--- config.mk ---
export PLATFORM = sky130hd
export DESIGN_NAME = if_id_fetch
export DESIGN_NICKNAME = d
export VERILOG_FILES = /design/src/rtl/cpu_pkg.sv /design/src/rtl/fetch_skid_buf.sv /design/src/rtl/if_id_fetch.sv
export SDC_FILE = /design/constraint.sdc
export NUM_CORES = 1
export LEC_CHECK = 0
export ABC_AREA = 1
export CAP_MARGIN = 20
export CELL_PAD_IN_SITES_DETAIL_PLACEMENT = 1
export CELL_PAD_IN_SITES_GLOBAL_PLACEMENT = 2
export CORE_MARGIN = 5
export CORE_UTILIZATION = 29
export CTS_BUF_LIST = sky130_fd_sc_hd__clkbuf_16
export CTS_CLUSTER_DIAMETER = 40
export DETAILED_ROUTE_END_ITERATION = 7
export PLACE_DENSITY_LB_ADDON = 0.1
export SKIP_CTS_REPAIR_TIMING = 1
export SLEW_MARGIN = 20
export SYNTH_ARGS = -nofsm -noshare
export SYNTH_HDL_FRONTEND = slang
export SYNTH_HIERARCHICAL = 1
export SYNTH_SLANG_ARGS = --single-unit
export TNS_END_PERCENT = 20
--- constraint.sdc ---
create_clock -name clk -period 4.4 [get_ports clk]
set_input_delay 0.88 -clock clk [delete_from_list [all_inputs] [get_ports clk]]
set_output_delay 0.88 -clock clk [all_outputs]
set_load 0.01 [all_outputs]
--- src/rtl/cpu_pkg.sv ---
// cpu_pkg: shared pipeline types and constants for the fetch and later stages.
package cpu_pkg;
  localparam int INS_W = 32;
  localparam logic [INS_W-1:0] NOP_INS = 32'h0000_0000;
  localparam logic [31:0] PC_INC = 32'd4;
  typedef enum logic [1:0] {S_RESET, S_FETCH, S_HOLD} fetch_state_t;
endpackage

--- src/rtl/fetch_skid_buf.sv ---
// fetch_skid_buf: one-entry instruction buffer with load/take/clear and a valid flag.
module fetch_skid_buf
  import cpu_pkg::*;
(
  input  logic             clk,
  input  logic             rst,
  input  logic             clear,
  input  logic             load,
  input  logic             take,
  input  logic [INS_W-1:0] din,
  output logic [INS_W-1:0] data,
  output logic             valid
);
  always_ff @(posedge clk) begin
    if (rst || clear) begin
      data  <= NOP_INS;
      valid <= 1'b0;
    end else if (load) begin
      data  <= din;
      valid <= 1'b1;
    end else if (take) begin
      valid <= 1'b0;
    end
  end
endmodule

--- src/rtl/if_id_fetch.sv ---
// if_id_fetch: PC, imem req/ack fetch and IF/ID register with skid buffer and jr flush.
// Optional saturating fetch/flush counters when IF_ID_PERF_CNT_EN is defined.
module if_id_fetch
  import cpu_pkg::*;
#(
  parameter logic [31:0] RESET_PC = 32'h0000_0000,
  parameter int          CNT_W    = 16
) (
  input  logic             clk,
  input  logic             rst,
  input  logic             stall_in,
  input  logic             jr_in,
  input  logic [31:0]      jr_target_in,
  output logic             imem_req_out,
  output logic [31:0]      imem_addr_out,
  input  logic [INS_W-1:0] imem_rdata_in,
  input  logic             imem_ack_in,
  output logic [INS_W-1:0] ins_out,
  output logic [31:0]      pc_plus4_out,
  output logic             valid_out
`ifdef IF_ID_PERF_CNT_EN
  ,
  output logic [CNT_W-1:0] fetch_count_out,
  output logic [CNT_W-1:0] flush_count_out
`endif
);
  if (RESET_PC[1:0] != 2'b00 || CNT_W < 1) begin : g_bad_param
    $error("if_id_fetch: bad parameter");
  end
  fetch_state_t     state, state_nx;
  logic [31:0]      pc, pc_nx, pc4_nx;
  logic [INS_W-1:0] ins_nx, skid;
  logic             valid_nx, skid_valid, load, take, flush, fetch;
  fetch_skid_buf u_skid (
    .clk  (clk),
    .rst  (rst),
    .clear(flush),
    .load (load),
    .take (take),
    .din  (imem_rdata_in),
    .data (skid),
    .valid(skid_valid)
  );
  assign imem_req_out  = state == S_FETCH;
  assign imem_addr_out = pc;
  // Priority: jr > stall > ack; a same-cycle ack under jr is dropped.
  always_comb begin
    state_nx = state;
    pc_nx    = pc;
    pc4_nx   = pc_plus4_out;
    ins_nx   = ins_out;
    valid_nx = valid_out;
    load     = 1'b0;
    take     = 1'b0;
    flush    = 1'b0;
    fetch    = 1'b0;
    if (state == S_RESET) begin
      state_nx = S_FETCH;
    end else if (jr_in) begin
      flush    = 1'b1;
      pc_nx    = {jr_target_in[31:2], 2'b00};
      ins_nx   = NOP_INS;
      valid_nx = 1'b0;
      state_nx = S_FETCH;
    end else if (stall_in) begin
      load     = state == S_FETCH && imem_ack_in;
      state_nx = load ? S_HOLD : state;
    end else if (state == S_HOLD || imem_ack_in) begin
      take     = skid_valid;
      fetch    = 1'b1;
      ins_nx   = skid_valid ? skid : imem_rdata_in;
      pc_nx    = pc + PC_INC;
      pc4_nx   = pc + PC_INC;
      valid_nx = 1'b1;
      state_nx = S_FETCH;
    end else begin
      ins_nx   = NOP_INS;
      valid_nx = 1'b0;
    end
  end
  always_ff @(posedge clk) begin
    if (rst) begin
      state        <= S_RESET;
      pc           <= RESET_PC;
      ins_out      <= NOP_INS;
      pc_plus4_out <= 32'h0;
      valid_out    <= 1'b0;
    end else begin
      state        <= state_nx;
      pc           <= pc_nx;
      ins_out      <= ins_nx;
      pc_plus4_out <= pc4_nx;
      valid_out    <= valid_nx;
    end
  end
`ifdef IF_ID_PERF_CNT_EN
  always_ff @(posedge clk) begin
    if (rst) begin
      fetch_count_out <= '0;
      flush_count_out <= '0;
    end else begin
      if (fetch && fetch_count_out != '1) fetch_count_out <= fetch_count_out + CNT_W'(1);
      if (flush && flush_count_out != '1) flush_count_out <= flush_count_out + CNT_W'(1);
    end
  end
`endif
endmodule
# Word level (Yosys, flattened, before mapping)
# Index checks and enable logic that the tools add are counted.
dict set report word_totals {
  register_bits 132
  in_bits 69
  output_inout_bits 98
  word_cells 57
}
dict set report classes {
  addsub 1
  n_eq_ne 5
  muxes 26
  bitwise 3
  n_reduce_logical 14
}
# op count
set ops {}
lappend ops {{32-bit two-way mux} 7}
lappend ops {{32-bit by 3-bit adder with 32-bit output (second input constant)} 1}
lappend ops {{1-bit two-way mux} 16}
lappend ops {{2-bit two-way mux} 3}
lappend ops {{2-bit AND reduction} 3}
lappend ops {{2-bit nonzero test} 3}
lappend ops {{2-bit by 1-bit inequality test with 1-bit output (second input constant)} 2}
lappend ops {{4-bit by 1-bit inequality test with 1-bit output (second input constant)} 1}
lappend ops {{4-bit AND reduction} 1}
lappend ops {{4-bit nonzero test} 1}
lappend ops {{1-bit NOT} 3}
lappend ops {{3-bit AND reduction} 1}
lappend ops {{3-bit OR reduction} 1}
lappend ops {{2-bit by 1-bit == test with 1-bit output (second input constant)} 1}
lappend ops {{2-bit == test (second input constant)} 1}
lappend ops {{2-bit zero test} 1}
lappend ops {{1-bit logical OR} 2}
lappend ops {{1-bit logical AND} 1}

# Logic depth before layout (Yosys ltp)
# Gate-level depths: netlist of run 1.
dict set report logic_depth {
  word_depth 8
  depth_mapped 10
  depth_no_buf 10
}

# Cells and area by module
# The synthesis of run 1 kept the hierarchy.
# mod instances cells_per_inst area_each_um2 seq_area_each_um2
set modules_own_cells {}
lappend modules_own_cells {if_id_fetch 1 706 5059.9 1901.8}
lappend modules_own_cells {fetch_skid_buf 1 146 1308.8 660.6}

# Worst setup path after synthesis of run 1
# Ideal clock, no wire load.
dict set report synth_path {
  kind {input -> register}
  from {input port jr_in}
  to {register u_skid.data[10]}
  setup_ns 0.119
  arrival_time_ns 1.875
  t_required_ns 4.281
  slack_ns 2.407
  cell_stages 8
  path_buffers 4
  cell_sequence {buf_2 > clkbuf_1 > nor3_1 > buf_6 > inv_8 > buf_6 > nand2_1 > a21oi_2}
}
dict set report synth_between {
  elab_cells_between_ends 5
  cone_classes {mux: 4; reduce/logical: 1}
}
# element line
set synth_rtl {}
lappend synth_rtl {{start, declared} if_id_fetch.sv:12} ;# input logic jr_in,
lappend synth_rtl {{1-bit two-way mux} if_id_fetch.sv:59} ;# end else if (jr_in) begin
lappend synth_rtl {{1-bit two-way mux} if_id_fetch.sv:57} ;# if (state == S_RESET) begin
lappend synth_rtl {{net load} if_id_fetch.sv:33} ;# logic valid_nx, skid_valid, load, take, flush, fetch;
lappend synth_rtl {{end signal, assigned} fetch_skid_buf.sv:19} ;# data <= din;
lappend synth_rtl {{end, declared} fetch_skid_buf.sv:11} ;# output logic [INS_W-1:0] data,
# The timed path passes the listed nets, and every way through them passes these cells.
# A chain may end at the register's enable or synchronous reset.

# Worst setup path after layout of run 1
dict set report layout_path {
  from {input port jr_in}
  to {register pc_plus4_out[23]}
}
dict set report layout_between {
  elab_chain_cells 2
}
# element line
set layout_rtl {}
lappend layout_rtl {{1-bit NOT (no line)} -}
lappend layout_rtl {{4-bit AND reduction (no line)} -}
lappend layout_rtl {{end signal, assigned} if_id_fetch.sv:92} ;# pc_plus4_out <= pc4_nx;
lappend layout_rtl {{end, declared} if_id_fetch.sv:19} ;# output logic [31:0] pc_plus4_out,
# Every way passes these cells.

==> summary by stage, run 1 <==
Clocking
TritonCTS built the clock tree. The clock tree synthesis step divided the H-tree into 4 levels. The clock-pin slew on the worst setup and hold paths is 60 ps. The root buffer cell is sky130_fd_sc_hd__clkbuf_16. Counting along the longest clock path gives a buffer depth of 2. Counting the buffers created by CTS gives 17.

The total clock sinks is 128. The insertion delay to the later sink of the worst-skew pair is 420 ps.

GRT
The global router's overall resource usage is 17.30%. The via count of the first global-routing pass was 6355. The first global-routing pass estimated 33940 um of wire. The overflow left after global routing is 0. The maximum number of pins on one net before global-route repair is 59. The initial antenna violation count is 0.

Layout
The antenna cell count is 0. The area growth from synthesis to final layout is 35.87%. The area of the multi-input gates is 3252 um^2. The share of post-route cells with drive strength above 1 is 13.77%. Cells fill 39.77% of the core in the end. Across the whole layout, storage elements account for 2562 um^2. Fill cells in the final layout number 2673. Once layout is done, the placed cells without fillers occupy 8653 um^2.

The net count of the finished layout is 1059.

Power and ir drop
The switching part of the total is 27.01%. The power share of the clock group is 47.3%. The power density over the cells is 363.2 nW/um^2. The maximum vdd ir drop is 0.0002188 V.

The internal portion of the total power is 2294 uW. For this design the total switching power over the nets is 848.9 uW. The sequential cell fraction of total power is 39.9%. The leakage power is 0.003340 uW. Combinational logic burns 12.8% of the power.

Synthesis
The synthesized design contains 128 register bits. The instance count of the mapped netlist is 852. For this run, asynchronously set or reset flops after synthesis account for 0%. For this run, the register share of the synthesized area comes to 40.24%. By area the synthesized netlist is led by sky130_fd_sc_hd__dfxtp_1 40%, sky130_fd_sc_hd__nand2_1 14%, sky130_fd_sc_hd__a21oi_1 8.1%, sky130_fd_sc_hd__mux2_2 5.7%, sky130_fd_sc_hd__nor2_1 5.0%.

For this run, the number of Yosys warnings is 6. The share of synthesized area in the top cell type comes to 40.24%. After synthesis the cells add up to 6369 um^2.

The commonest cells after synthesis are 236 x sky130_fd_sc_hd__nand2_1, 128 x sky130_fd_sc_hd__dfxtp_1, 103 x sky130_fd_sc_hd__a21oi_1, 84 x sky130_fd_sc_hd__nor2_1. Counting flops with a built-in enable in the synthesized netlist gives 0. The library cell with the highest instance count after synthesis is sky130_fd_sc_hd__nand2_1. Among all flip-flop cells after synthesis, the most frequent one is sky130_fd_sc_hd__dfxtp_1.

The synthesized netlist contains 36 unique library cells. sky130_fd_sc_hd__dfxtp_1 takes more of the synthesized area than any other cell. After synthesis, the mean cell area works out to 7.475 um^2.

Place
Buffers placed on the I/O ports in this run total 160. The global placer's final weighted congestion is 0.7646. The worst-case setup slack after placement is 814.7 ps. The placed instances occupy a cell area of 8043 um^2.

The wire-length estimate of the detail-placed layout is 14480 um.

Critical path
The startpoint class of the critical path is an input pin. The required time of the critical path is 4770 ps. The worst-path maximum fanout is 28. The master of the slowest instance on the critical path is sky130_fd_sc_hd__clkdlybuf4s50_1. Counting stages on the worst path, the most repeated cell is sky130_fd_sc_hd__inv_1. Data arrives at the worst endpoint at 3430 ps. The worst setup path is captured at a flip-flop. The setup slack on the worst flop-to-flop path is 2170 ps.

Traced cell by cell, the critical path runs through clkdlybuf4s50_1 > inv_1 > nand3_4 > inv_2 > buf_4 > o21ai_0 > a21o_1 > inv_1. The peak per-stage delay on the critical path is 730 ps. The type of the worst setup path is in -> reg.

Timing
The transition at the pin with the smallest max-transition slack is 925.7 ps. The setup slack of the critical path after layout is 1340 ps. The max-slew violation count was 0. The clock arrives with 10.21 ps of skew. Setup repair after global routing left no endpoint under its margin.

Setup violations remaining at the end of the flow were counted as 0. After layout, the minimum clock period comes to 3060 ps. The final setup TNS is 0 ps. The hold violation total from the final report was 0. The final cycle utilization of the critical path is 69.54%. The headroom to the max-slew limit is 38.07%. The maximum achievable frequency is 326.8 MHz.

Floorplanning
The row count is 54. The floorplan step defined a core boundary enclosing 21760 um^2. The total I/O pin count is 167.

The width of the chip is 158.2 um. The effective utilization at floorplan is 29.27%. Measured along the y axis, the die boundary spans 158.2 um. The die footprint is 25020 um^2.

Drt
The number of remaining DRC errors is 0. Dividing the detail-routed via count by the number of cells gives 4.635. The count of nets left with antenna violations once routing finished came out at 0. After detailed routing, the total wire length is 21260 um. Before antenna repair, the detailed router went through 4 iterations. The average detailed-routed wire length per instance is 16.58 um.

After the first detailed-routing iteration, the DRC count stood at 149. The routed layout has 5942 vias.

Flow run
The number of max-capacitance violations reported is 0.

Min path
The tightest min-delay check is of the reg -> reg type.

Run status
The run finished with clean final reports.
==> cell families (layout without fill, tap and decap cells) <==
group,after synthesis,count (layout),share of synthesized area (%)
simple gates,373,373,25.68
xor+xnor,15,15,2.652
other cells,1,4,0.05888
fa+ha+maj,1,1,0.1964
flops,128,128,40.24
buf+inv,110,257,8.998
compound gates,192,192,16.52
mux,32,32,5.658
==> path summary, 6_finish.rpt <==
kind,startpoint,to,cells past startpoint
setup / recovery,jr_in,pc_plus4_out[23],8
hold reg to reg,u_skid/data[3],u_skid/data[3],2
setup reg to reg,state[1],pc_plus4_out[23],8
hold / removal,u_skid/data[3],u_skid/data[3],2
==> sequential cells by signal (all words and copies together), names as in the netlist <==
signal,cells
valid_out,1
state,2
u_skid/data,32
u_skid/valid,1
ins_out,32
imem_addr_out,30
pc_plus4_out,30
==> area by class of cell <==
class	instances	share of cell area (%)
Tap cell	280	4.049
Clock inverter	15	2.140
Inverter	57	2.559
Timing Repair Buffer	168	19.14
Clock buffer	17	4.916
Sequential cell	128	29.61
Multi-Input combinational cell	617	37.58
==> layer usage <==
metal,track usage [%],vias to the layer above,wire (um)
li1,-,2992,-
met2,31.02,104,10680
met5,0,-,0
met4,3.899,0,198
met1,21.06,2829,9377
met3,3.991,17,1000
==> critical path, delay by kind of cell <==
family	cells	cell delay, ps
simple gates	1	340
compound gates	2	320
buf+inv	5	1860
==> placed cells by master (no fill, tap or decap), drive strengths merged, types with 2 or more instances in the layout <==
cell type / synthesis / routed
a21oi: 125 / 125
nand3: 12 / 12
xnor2: 5 / 5
buf: 35 / 9
inv: 57 / 62
nor3: 2 / 2
nand3b: 6 / 6
clkdlybuf4s50: 0 / 159
clkbuf: 18 / 17
nand2: 253 / 253
mux2: 32 / 32
o21ai: 63 / 63
and2: 2 / 2
xor2: 10 / 10
clkinvlp: 0 / 3
a21o: 3 / 3
conb: 1 / 4
nor2: 98 / 98
clkinv: 0 / 4
dfxtp: 128 / 128
bufinv: 0 / 3
==> stage by stage <==
stage | cells | total power [uW] | hold slack, ps
after CTS | 1282 | 3205 | 463.9
final | 1282 | 3143 | 461.6
after detailed placement | 1250 | 1689 | 453.9
after global placement | 1250 | 1687 | 448.9
after global routing | 1282 | 3293 | 477.0
after floorplan | 855 | 1482 | 435.4
==> power by group through the flow <==
stage,registers [uW],logic (uW),clock network [uW]
2_1_floorplan,1290,196,0
3_3_place_gp,1280,406,0
3_5_place_dp,1280,408,0
4_1_cts,1260,412,1540
5_1_grt,1260,448,1580
6_report,1260,402,1490
No activity file was read; power rests on OpenSTA's default activity.
==> inputs of run 2 (changes only) <==
Settings changed: CORE_UTILIZATION 29 to 27.
Clock period 4.4 ns to 3.1 ns, I/O delays scaled along.
==> summary by stage, run 2 (synthesized netlist as in run 1, its figures left out) <==
Run status
The run finished with clean final reports.

Flow run
The number of max-capacitance violations reported is 0.

Critical path
The peak per-stage delay on the critical path is 610 ps. On the critical path, the stage with the largest delay is an instance of sky130_fd_sc_hd__clkdlybuf4s50_1. The type of the worst setup path is reg -> out.

At the worst endpoint, the arrival time is 1610 ps. In this run the worst path has a maximum fanout of 3. The kind of end point of the critical path is an output pin. The startpoint class of the critical path is a flip-flop.

The critical path goes through inv_1 > nor2_1 > clkdlybuf4s50_1. Data on the critical path is required at its endpoint by 2480 ps. The count of buffering cells on the critical path with inverters included is 2.

The kind of cell adding the most delay to the critical path is buffers and inverters.

GRT
In the global route stage, met3 resource usage came out at 3.810%. The maximum number of pins on one net before global-route repair is 35. The met2 usage in global routing is 28.30%. The global routing stage identified its most utilized layer as met2. The first-pass GRT wire length is 34690 um. The global router's overall resource usage is 16.56%. The initial antenna violation count is 1. The met1 demand-to-capacity share in global routing is 21.14%. For this run the aggregate overflow at the end of global routing stands at 0. The via count of the first global-routing pass is 6317.

Timing
Measured against its own limit, the worst slew margin works out to 41.77%. Setup repair after global routing left no endpoint under its margin. The post-layout minimum cycle time is 2228 ps. The max-slew violation count is 0. At the pin with the least slew margin, the transition time is 873.5 ps. The final cycle utilization of the critical path is 71.87%. Setup violations remaining at the end of the flow were counted as 0. The post-route clock skew is 10.79 ps. The final setup TNS is 0 ps. The hold violation total from the final report is 0. For this run, the top clock speed supported by timing is 448.8 MHz.

Drt
The per-cell via count in the routed design is 4.457. The count of routing violations after the opening detailed-route iteration is 181. The number of remaining DRC errors is 0. The routed design has 21760 um of wire. The count of nets left with antenna violations once routing finished came out at 0. Dividing the detail-routed wire length by the instance count gives 16.37 um. The number of search-and-repair iterations in the first detailed-routing pass is 4. The routed layout has 5924 vias.

Floorplanning
From bottom edge to top edge, the die measures 163.6 um. The die covers 26760 um^2. The core region is 23330 um^2.

The width of the chip is 163.6 um. During I/O placement, the number of pins put on the boundary was 167. The row count is 56. The effective utilization at floorplan is 27.30%.

Clocking
The clock-pin slew on the worst setup and hold paths is 60 ps. The total clock sinks is 128. Counting the buffers created by CTS gives 17.

The CTS tree is built. Clock latency on the worst-skew pair, taken at its later pin, is 420 ps. The H-tree was split into 4 levels. No sink is reached through more buffers than the 2 on the longest clock path. CTS placed an instance of sky130_fd_sc_hd__clkbuf_16 at the clock tree root.

Place
After legalization and detailed placement, the total HPWL measured 15150 um. Routability-driven placement finished with a final weighted congestion of 0.7519. Port buffering added 160 buffers.

The area after detailed placement is 8165 um^2.

Power and ir drop
VDD sags by at most 0.0003162 V. The power spent charging and discharging nets is 1212 uW. The analysis attributes to cell leakage a power of 0.003368 uW. The internal power of the cells is 3180 uW. Registers are responsible for 40.7% of the overall power. The switching part of the total is 27.59%. The share of total power dissipated in the clock network is 46.2%. The power density over the cells is 501.8 nW/um^2. The power share of the combinational group is 13.1%.

Layout
The post-route netlist has 14.36% of its cells at a drive strength greater than 1. The total number of nets in the final design is 1067. The largest registers in the layout are ins_out: 32 flops, u_skid/data: 32 flops.

In the layout the commonest cells are 235 x sky130_fd_sc_hd__nand2_1, 159 x sky130_fd_sc_hd__clkdlybuf4s50_1, 127 x sky130_fd_sc_hd__dfxtp_1. The area growth from synthesis to final layout is 37.41%. The post-route cell area is 8751 um^2. The most frequent standard cell in the layout excluding fill and tap cells is sky130_fd_sc_hd__nand2_1. The antenna cell count is 0.

Min path
The tightest min-delay check is of the reg -> reg type.
[run 2: cell count changes in the layout (fill, tap and decap cells not counted)]
cell                         change
sky130_fd_sc_hd__buf_12          +1
sky130_fd_sc_hd__buf_4           +7
sky130_fd_sc_hd__bufinv_16       -1
sky130_fd_sc_hd__clkinvlp_4      +1
sky130_fd_sc_hd__dfxtp_1         -1
sky130_fd_sc_hd__dfxtp_2         +1
sky130_fd_sc_hd__inv_1           +2
sky130_fd_sc_hd__inv_2           -2
sky130_fd_sc_hd__inv_6           +1
sky130_fd_sc_hd__inv_8           -1
[run 2: cell type report]
class | count | area, um^2
Multi-Input combinational cell | 617 | 3252
Timing Repair Buffer | 176 | 1729
Inverter | 57 | 221.5
Clock inverter | 15 | 160.2
Tap cell | 319 | 399.1
Sequential cell | 128 | 2564
Fill cell | 2849 | 14580
Clock buffer | 17 | 425.4
[run 2: per-layer routing]
metal	part of all wire, %	vias to the layer above
met1	47	2797
met2	48	103
met3	4.2	13
met4	0.76	2
li1	-	3009
met5	0.092	-
[run 2: worst min-delay path: cells and delay by family, from the launching register on]
family           cells  cell delay [ps]
AND/OR/NAND/NOR      1               60
AO/OA/AOI/OAI        1               50
flip-flops           1              310
[run 2: power by group through the flow]
stage	combinational [uW]	sequential, uW	clock [uW]
detailed placement	584	1820	0
finish	574	1790	2030
CTS	588	1790	2110
global route	636	1800	2190
global placement	583	1830	0
floorplan	278	1830	0
[run 2: worst paths after layout]
path	start	to	slack [ps]	depth (start not counted)
max	state[0]	imem_req_out	870	3
min	u_skid/data[8]	u_skid/data[8]	460	2
max reg2reg	imem_addr_out[2]	pc_plus4_out[24]	1320	10
min reg2reg	u_skid/data[8]	u_skid/data[8]	460	2
[run 2: metrics by stage]
step	power [uW]	setup slack [ps]	util (%)	hold slack, ps	std cells
final	4392	871.9	37.51	461.8	1329
after floorplan	2104	1367	-	435.4	855
after detailed placement	2409	683.7	35.00	456.0	1297
after global placement	2408	745.0	35.00	447.2	1297
after global routing	4620	748.2	37.51	475.8	1329
after CTS	4483	839.6	37.51	465.9	1329
==> inputs of run 3 (changes only) <==
Settings changed: CORE_UTILIZATION 27 to 24.
Clock period 3.1 ns to 2 ns, I/O delays scaled along.
==> summary by stage, run 3 (synthesized netlist as in run 1, its figures left out) <==
Layout
The final cell utilization of the core is 34.21%. The final layout contains 1080 nets. The largest registers in the layout are ins_out: 32 flops, u_skid/data: 32 flops. In the layout the commonest cells are 235 x sky130_fd_sc_hd__nand2_1, 158 x sky130_fd_sc_hd__clkdlybuf4s50_1, 128 x sky130_fd_sc_hd__dfxtp_1.

The area growth from synthesis to final layout is 40.37%. The share of post-route cells with drive strength above 1 is 15.35%. Leaving out fill and tap cells, the most frequent cell in the layout is sky130_fd_sc_hd__nand2_1.

For this run, the number of standard cells in the final layout without fillers is 1359.

Timing
The max-slew violation count was 0. The hold violation total from the final report is 0. Clock skew on the completed layout was measured at 11.79 ps. Summed over all failing endpoints, the final setup total negative slack is 0 ps. The final hold slack is 348.7 ps. For this run, the top clock speed supported by timing is 527.4 MHz. Setup repair after global routing left no endpoint under its margin. The routed design could run at a clock period as short as 1896 ps. Of the available clock period, the critical path in the final layout requires 94.80%. The number of setup violations in the final report is 0.

Critical path
Traced cell by cell, the critical path runs through clkdlybuf4s50_1. The peak per-stage delay on the critical path is 600 ps. In this run the critical register-to-register path is captured at pc_plus4_out[24]. The type of the worst setup path is reg -> out. STA classifies the critical path startpoint as a flip-flop. Data arrives at the worst endpoint at 1500 ps. Together, buffers and inverters on the worst path number 1.

The kind of cell adding the most delay to the critical path is buffers and inverters. The setup slack on the worst flop-to-flop path is 310 ps. Of all nets on the critical path, the largest fanout is 7. The worst register-to-register path begins at imem_addr_out[2].

The number of cells on the worst reg-to-reg path is 10. The required time of the critical path is 1600 ps. STA classifies the critical path endpoint as an output pin. Among all stages on the critical path, the largest delay is contributed by sky130_fd_sc_hd__clkdlybuf4s50_1.

Power and ir drop
The power spent charging and discharging nets is 1968 uW. The internal power of the cells is 4737 uW. In this run, the combinational gates consume 14.3% of the power. The sequential cell fraction of total power is 41.1%. The share of total power dissipated in the clock network is 44.6%. For this design the ratio of total power to cell area is 750.0 nW/um^2. The overall power after layout is 6705 uW.

Across the VDD grid, the largest voltage drop is 0.0003994 V. Summed over all cells, the static leakage comes to 0.003455 uW. The switching part of the total is 29.35%.

Floorplanning
The floorplan step defined a core boundary enclosing 26130 um^2. From left edge to right edge, the die measures 172.9 um. The height of the die is 172.9 um. The effective utilization at floorplan is 24.37%. The die footprint is 29890 um^2. During I/O placement, the number of pins put on the boundary was 167. The row count is 59.

Drt
Summed over all layers, the routed wires come to 22370 um. For this block, the via count after detailed routing is 5995. The first routing iteration left 214 violations. Dividing the detail-routed wire length by the instance count gives 16.46 um.

In the routed design, unresolved DRC markers number 0. The count of antenna-violating nets left after detailed routing is 0. The per-cell via count in the routed design is 4.411. The pre-antenna-repair detailed-routing pass consisted of 4 iterations.

Flow run
The tool flagged a number of max-cap violations equal to 0.

GRT
The via count of the first global-routing pass is 6267. Global routing used 14.89% of the available tracks. The initial antenna violation count came to 1. The maximum number of pins on one net before global-route repair is 34.

The met1 demand-to-capacity share in global routing is 19.17%. The first global-routing pass estimated 35710 um of wire. The met2 usage in global routing is 25.25%.

The overflow left after global routing is 0. The global-route met3 utilization is 3.406%. The busiest layer in global routing is met2.

Clocking
The maximum buffer depth of the clock tree is 2. The H-tree was split into 4 levels. The total clock sinks is 128.

The root buffer cell is sky130_fd_sc_hd__clkbuf_16. The CTS tree is built. After clock tree synthesis, the clock-pin slew on the worst setup and hold paths is 70 ps. The insertion delay to the later sink of the worst-skew pair is 420 ps.

The number of buffers created by CTS is 17.

Place
In this run the tool buffered the top-level ports with 160 buffer cells. Detailed placement ended at an HPWL of 16250 um. The total instance count after detailed placement is 1326. The congestion estimate from routability-driven global placement came to 0.7386.

Min path
The critical hold path startpoint is rst. The worst hold path passes through 2 cells. The type of the tightest min-delay check is in -> reg. For hold timing, the worst endpoint is ins_out[19].

Run status
The run finished with clean final reports.
==> run 3: worst register-to-register path, cell delays in order (launching register included) <==
cell	delay, ps
sky130_fd_sc_hd__dfxtp_1	340
sky130_fd_sc_hd__ha_1	200
sky130_fd_sc_hd__nand2_2	80
sky130_fd_sc_hd__nor2_4	190
sky130_fd_sc_hd__nand2_2	130
sky130_fd_sc_hd__nor2_4	230
sky130_fd_sc_hd__nand2_1	80
sky130_fd_sc_hd__nand2_1	60
sky130_fd_sc_hd__nand2_1	70
sky130_fd_sc_hd__o21ai_0	160
sky130_fd_sc_hd__inv_1	60
==> run 3: power by group through the flow <==
stage | logic, uW | registers, uW | clock network [uW]
2_1_floorplan | 430 | 2830 | 0
3_3_place_gp | 979 | 2820 | 0
3_5_place_dp | 979 | 2820 | 0
4_1_cts | 987 | 2760 | 3120
5_1_grt | 1060 | 2770 | 3230
6_report | 960 | 2760 | 2990
==> run 3: how the worst max path moves through the flow <==
stage                                  from                end  slack [ps]  depth (start not counted)
after floorplan            imem_addr_out[2]   pc_plus4_out[24]         430                         10
after global placement             stall_in     u_skid/data[2]          70                          7
after detailed placement           stall_in   pc_plus4_out[23]          50                          8
after CTS                          state[0]       imem_req_out          20                          3
after global routing      imem_addr_out[25]  imem_addr_out[25]          30                          1
final                     imem_addr_out[25]  imem_addr_out[25]         100                          1
==> run 3: metal layers <==
metal	share of wire [%]	vias up	wire length (um)
met4	1.2	0	275
met2	48	111	10830
met5	0	-	0
met1	46	2829	10400
met3	3.9	18	863
li1	-	3037	-
==> run 3: final cells by class <==
cell class	count	area, um^2
Antenna cell	1	2.502
Clock buffer	17	425.4
Clock inverter	15	127.6
Fill cell	3187	17190
Inverter	57	221.5
Multi-Input combinational cell	617	3252
Sequential cell	128	2562
Tap cell	335	419.2
Timing Repair Buffer	189	1929
==> run 3: through the flow <==
stage / cell area, um^2 / setup WS (ps)
after CTS: 8935 / 17.73
after global routing: 8940 / 31.46
after floorplan: 6380 / 434.0
final: 8940 / 103.9
after global placement: 8382 / 71.56
after detailed placement: 8382 / 54.89
